File: src/rtl/spi_slave.sv
// spi_slave: SPI responder (CPOL=0), oversampled in the clk domain.
// Receives 8-bit MSB-first frames on mosi (sampled at sclk falling edges) and
// returns queued tx bytes on miso (updated after each sclk falling edge).
//
// Ports:
//   clk, rst_n        system clock, asynchronous active-low reset
//   tx_data/tx_valid  byte for the next frame; accepted when tx_valid && tx_ready
//   tx_ready          1-entry tx buffer is empty
//   rx_data/rx_valid  last complete received byte; rx_valid pulses 1 cycle on update
//   busy              high while the synchronized cs_n is low
//   frame_err         1-cycle pulse: cs_n rose with a partial byte
//   tx_underrun       1-cycle pulse: a byte started with an empty tx buffer
//   sclk, mosi, cs_n  SPI inputs from the master
//   miso, miso_oe     SPI output and its enable (high only while selected)
module spi_slave #(
  parameter int unsigned SYNC_STAGES = 2,
  parameter logic [7:0]  DEFAULT_TX  = 8'hFF
) (
  input  logic       clk,
  input  logic       rst_n,
  input  logic [7:0] tx_data,
  input  logic       tx_valid,
  output logic       tx_ready,
  output logic [7:0] rx_data,
  output logic       rx_valid,
  output logic       busy,
  output logic       frame_err,
  output logic       tx_underrun,
  input  logic       sclk,
  input  logic       mosi,
  output logic       miso,
  output logic       miso_oe,
  input  logic       cs_n
);

  typedef enum logic {
    IDLE  = 1'b0,
    SHIFT = 1'b1
  } state_t;

  state_t state, state_nxt;

  logic [SYNC_STAGES-1:0] sclk_sync, cs_sync, mosi_sync;
  logic                   sclk_d, cs_d;
  logic                   sclk_s, cs_s, mosi_s;
  logic                   sclk_fall, cs_fall, cs_rise;

  logic [6:0] shift_tx;   // bits still to be sent after the one on miso
  logic [6:0] rx_shift;
  logic [2:0] bit_cnt;
  logic [7:0] tx_buf;
  logic       tx_full;

  logic       load_tx;
  logic [7:0] tx_src;

  // Input synchronizers followed by one edge-detect flop
  always_ff @(posedge clk or negedge rst_n) begin
    if (!rst_n) begin
      sclk_sync <= '0;
      cs_sync   <= '1;
      mosi_sync <= '0;
      sclk_d    <= 1'b0;
      cs_d      <= 1'b1;
    end else begin
      sclk_sync <= {sclk_sync[SYNC_STAGES-2:0], sclk};
      cs_sync   <= {cs_sync[SYNC_STAGES-2:0], cs_n};
      mosi_sync <= {mosi_sync[SYNC_STAGES-2:0], mosi};
      sclk_d    <= sclk_s;
      cs_d      <= cs_s;
    end
  end

  assign sclk_s    = sclk_sync[SYNC_STAGES-1];
  assign cs_s      = cs_sync[SYNC_STAGES-1];
  assign mosi_s    = mosi_sync[SYNC_STAGES-1];
  assign sclk_fall = sclk_d & ~sclk_s;
  assign cs_fall   = cs_d & ~cs_s;
  assign cs_rise   = ~cs_d & cs_s;

  assign tx_ready = ~tx_full;
  assign tx_src   = tx_full ? tx_buf : DEFAULT_TX;

  // State register
  always_ff @(posedge clk or negedge rst_n) begin
    if (!rst_n) state <= IDLE;
    else        state <= state_nxt;
  end

  // Next-state logic; load_tx marks every point where a new byte starts
  always_comb begin
    state_nxt = state;
    load_tx   = 1'b0;
    unique case (state)
      IDLE: begin
        if (cs_fall) begin
          state_nxt = SHIFT;
          load_tx   = 1'b1;
        end
      end
      SHIFT: begin
        if (cs_rise) begin
          state_nxt = IDLE;
        end else if (sclk_fall && bit_cnt == 3'd0) begin
          load_tx = 1'b1;
        end
      end
      default: state_nxt = IDLE;
    endcase
  end

  // State-decoded outputs
  always_comb begin
    busy    = 1'b0;
    miso_oe = 1'b0;
    if (state == SHIFT) begin
      busy    = 1'b1;
      miso_oe = 1'b1;
    end
  end

  // Datapath: tx buffer, shift registers, bit counter, pulses
  always_ff @(posedge clk or negedge rst_n) begin
    if (!rst_n) begin
      tx_buf      <= '0;
      tx_full     <= 1'b0;
      shift_tx    <= '0;
      rx_shift    <= '0;
      bit_cnt     <= 3'd7;
      miso        <= 1'b0;
      rx_data     <= '0;
      rx_valid    <= 1'b0;
      frame_err   <= 1'b0;
      tx_underrun <= 1'b0;
    end else begin
      rx_valid    <= 1'b0;
      frame_err   <= 1'b0;
      tx_underrun <= load_tx & ~tx_full;

      // Load and consume are exclusive (load needs empty, consume frees full);
      // an empty-buffer consume with a same-cycle load sends DEFAULT_TX.
      if (tx_valid && !tx_full) begin
        tx_buf  <= tx_data;
        tx_full <= 1'b1;
      end else if (load_tx) begin
        tx_full <= 1'b0;
      end

      unique case (state)
        IDLE: begin
          if (cs_fall) begin
            miso     <= tx_src[7];
            shift_tx <= tx_src[6:0];
            bit_cnt  <= 3'd7;
          end
        end
        SHIFT: begin
          if (cs_rise) begin
            miso      <= 1'b0;
            frame_err <= (bit_cnt != 3'd7);
            bit_cnt   <= 3'd7;
          end else if (sclk_fall) begin
            rx_shift <= {rx_shift[5:0], mosi_s};
            if (bit_cnt == 3'd0) begin
              rx_data  <= {rx_shift, mosi_s};
              rx_valid <= 1'b1;
              miso     <= tx_src[7];
              shift_tx <= tx_src[6:0];
              bit_cnt  <= 3'd7;
            end else begin
              miso     <= shift_tx[6];
              shift_tx <= {shift_tx[5:0], 1'b0};
              bit_cnt  <= bit_cnt - 3'd1;
            end
          end
        end
        default: ;
      endcase
    end
  end

endmodule
File: config.mk
export PLATFORM = sky130hd
export DESIGN_NAME = spi_slave
export DESIGN_NICKNAME = d
export VERILOG_FILES = /design/src/rtl/spi_slave.sv
export SDC_FILE = /design/constraint.sdc
export NUM_CORES = 1
export LEC_CHECK = 0
export ABC_AREA = 0
export BUFFER_PORTS_ARGS = -buffer_cell sky130_fd_sc_hd__buf_2
export CAP_MARGIN = 20
export CELL_PAD_IN_SITES_DETAIL_PLACEMENT = 1
export CELL_PAD_IN_SITES_GLOBAL_PLACEMENT = 1
export CORE_UTILIZATION = 41
export DETAILED_ROUTE_END_ITERATION = 6
export PLACE_DENSITY = 0.73
export SETUP_SLACK_MARGIN = 0.4
export SLEW_MARGIN = 20
export SYNTH_ARGS = -nofsm -noshare
export SYNTH_HDL_FRONTEND = slang
export SYNTH_SLANG_ARGS = --single-unit
File: constraint.sdc
create_clock -name clk -period 2.3 [get_ports clk]
set_input_delay 0.23 -clock clk [delete_from_list [all_inputs] [get_ports clk]]
set_output_delay 0.23 -clock clk [all_outputs]
set_load 0.05 [all_outputs]
==> metrics.cfg <==
[run_status]
status = finished, violations left
violations = design-rule violations

[synthesis]
ys_ff_latch = 47
ys_types = 33
syn-num-nets = 159
synth-xor-area-share_pct = 0
synth_compound_area_share_pct = 6.54
synth_area_leaders = dfrtp_1 53%, mux2_2 10%, dfstp_2 8.2%
synth_top_cell_area_share_pct = 53.1
netlist_area_mm2 = 0.00193
syn_avg_cell_area_um2 = 13.6
synth_top_family_by_area = multiplexers
synth-simple-area-share_pct = 11.1
synthAdderAreaFrac_pct = 1.94
ys.warnings.count = 0
synthMuxAreaShare_pct = 15.9
yosysTopAreaCell = dfrtp_1
netlist_instances = 142
ys_seq_area_share_pct = 61.2

[worst_hold_path]
hold_depth = 1
min-delay-path-class = primary input to flip-flop
min-delay-start = cs_n
hold_end = cs_sync[0]

[global_routing]
grt_pass1_wl_mm = 6.33
grtUsageTotal_pct = 16.5
antenna_found_initial = 0
grt_max_degree = 31
grt_pass1_vias = 1319
gr-total-overflow = 0

[floorplanning]
die_x_um = 70.7
fp-row-count = 24
pin_count = 29
die_y_um = 70.7
die_area_mm2 = 0.00499
fp.coreArea_mm2 = 0.00444
start_util_pct = 43.5

[cells_and_area]
regArea_mm2 = 0.00118
fin_nets = 192
antenna-diode-count = 0
mostFrequentLayoutCell = dfrtp_1
multi_input_area_um2 = 687
final_layout_size_suffix_gt1_share_pct = 43.2
layout_common_cells = 41 x dfrtp_1, 28 x buf_2, 18 x mux2_2, 13 x nand2_1, 7 x mux2_4
synthToLayoutAreaGrowth_pct = 15.0
n_fill_cell = 469

[timing]
fin_setup_tns_ns = 0
rsz0062_at_grt = no
fin_crit_sh_pct = 76.8
clock.fmax_mhz = 566
fin_crit_ns = 1.77
max-slew-margin-rel_pct = 72.8
clock_skew_ns = 0.00660
hold_viol = 0
setup_violations = 0
whs_ns = 0.0242
tightest_slew_ns = 0.408
drv_slew = 0

[routing]
drc_errors = 4
via_per_inst = 5.18
wl_per_cell_um = 16.0
ant_nets = 0
drtIter0Drc = 19
firstDrtPassIters = 6
vias = 1180
finalWirelength_mm = 3.66

[placement]
place_congestion = 0.777
hpwlAfterDp_mm = 2.73
portBuffers = 28

[power]
p_leak_nw = 1.11
powerDensity_mw_per_mm2 = 1010
irDropWorstVdd_mv = 0.455

[setup_path]
r2r-end = bit_cnt[1]
path_max_fanout = 9
worstSetupPathType = flip-flop to flip-flop
startpoint_type = flip-flop
reg2reg_slack_ns = 0.53
path_buf_inv = 1
r2r_cells = 6
critPathSlowestCell = dfstp_2
max_stage_delay_ns = 0.57
crit_chain = inv_1 > ha_1 > nand2b_4 > and2_1 > nand3_1 > mux2_2
required_ns = 2.53
reg2reg_from = bit_cnt[0]
arrival_ns = 1.99
path_delay_family = flip-flops
worstSetupEndpointType = flip-flop

[clock_network]
clkSlewWorstSetupHoldPaths_ns = 0.09
clock_sinks = 47
cts_hold_buf = 1
clockBufferDepth = 2
clk_latency_ns = 0.29
htreeDepth = 2
cts_made_buffers = 5
post-cts-setup-buffers = 0
cts_resized = 0
tritoncts = built
cts-root-buf = clkbuf_8

[run]
cap_viol_max_count = 0

==> worst reg2reg max path: cells and delay by family, from the launching register on <==
| family | cells | cell delay (ns) |
|---|---|---|
| fa+ha+maj | 1 | 0.22 |
| buf+inv | 1 | 0.06 |
| flops | 1 | 0.57 |
| mux | 1 | 0.29 |
| simple gates | 3 | 0.55 |
==> synthesized netlist by cell type <==
cell	n
a21oi_1	2
a31o_2	1
a31oi_1	1
a32oi_1	1
and2_1	1
and2b_1	1
buf_2	2
buf_4	2
buf_6	1
clkbuf_1	1
clkinv_1	1
dfrtp_1	41
dfstp_2	6
ha_1	3
inv_1	5
mux2_2	18
mux2_4	7
nand2_1	13
nand2b_4	2
nand3_1	1
nand3_4	1
nand3b_1	1
nor2_1	6
nor2b_1	1
nor2b_4	1
nor3_1	6
nor3b_1	1
o21ai_0	4
o22a_1	2
o311a_1	1
o31ai_1	6
or2_4	1
or3_1	1
==> layer usage <==
| metal | vias up | part of all wire [%] | GRT usage (%) |
|---|---|---|---|
| met5 | - | 0 | 0 |
| met4 | 0 | 1.7 | 6.44 |
| met3 | 7 | 4.3 | 3.99 |
| met2 | 23 | 50 | 27.8 |
| met1 | 600 | 44 | 20.5 |
| li1 | 550 | - | - |
==> how the worst max path moves through the flow <==
stage               start         end  slack, ns  cells past startpoint
2_1_floorplan       state  rx_data[0]       0.51                      5
3_3_place_gp         cs_d  rx_data[6]       0.64                      4
3_5_place_dp   bit_cnt[0]  bit_cnt[1]       0.53                      6
4_1_cts        bit_cnt[0]  bit_cnt[1]       0.52                      6
5_1_grt        bit_cnt[0]  bit_cnt[1]       0.46                      6
6_report       bit_cnt[0]  bit_cnt[1]       0.53                      6
==> power breakdown <==
part / leakage, nW / switching, mW / total, mW / internal [mW]
registers: 0.577 / 0.149 / 1.20 / 1.05
logic: 0.487 / 0.302 / 0.551 / 0.249
clock network: 0.0489 / 0.279 / 0.499 / 0.220
total: 1.11 / 0.730 / 2.25 / 1.52
==> per-stage QoR <==
step | power (mW) | setup WS (ns) | area [um2] | utilization [%] | instances
2_1_floorplan | 1.60 | 0.505 | 1930 | - | 142
3_3_place_gp | 1.73 | 0.641 | 2120 | 47.7 | 219
3_5_place_dp | 1.78 | 0.527 | 2120 | 47.7 | 219
4_1_cts | 2.29 | 0.522 | 2220 | 50.0 | 228
5_1_grt | 2.39 | 0.459 | 2220 | 50.0 | 228
6_report | 2.25 | 0.533 | 2220 | 50.0 | 228
==> registers in the layout, summed over array words and instances (netlist names), 2 cells and up <==
register	flops
sclk_sync	2
bit_cnt	3
shift_tx	7
rx_data	8
rx_shift	7
tx_buf	8
mosi_sync	2
cs_sync	2
==> layout make-up <==
type | count | area share [%]
Clock buffer | 5 | 3.10
Clock inverter | 3 | 1.01
Inverter | 6 | 1.01
Multi-Input combinational cell | 83 | 30.9
Sequential cell | 47 | 53.3
Tap cell | 52 | 2.93
Timing Repair Buffer | 32 | 7.77
==> kinds of logic after synthesis <==
kind of cell	count (synthesis)
AO/OA/AOI/OAI	18
adder cells (fa/ha/maj)	3
buffers and inverters	12
flip-flops	47
multiplexers	25
AND/OR/NAND/NOR	37
No activity file was read; power rests on OpenSTA's default activity.
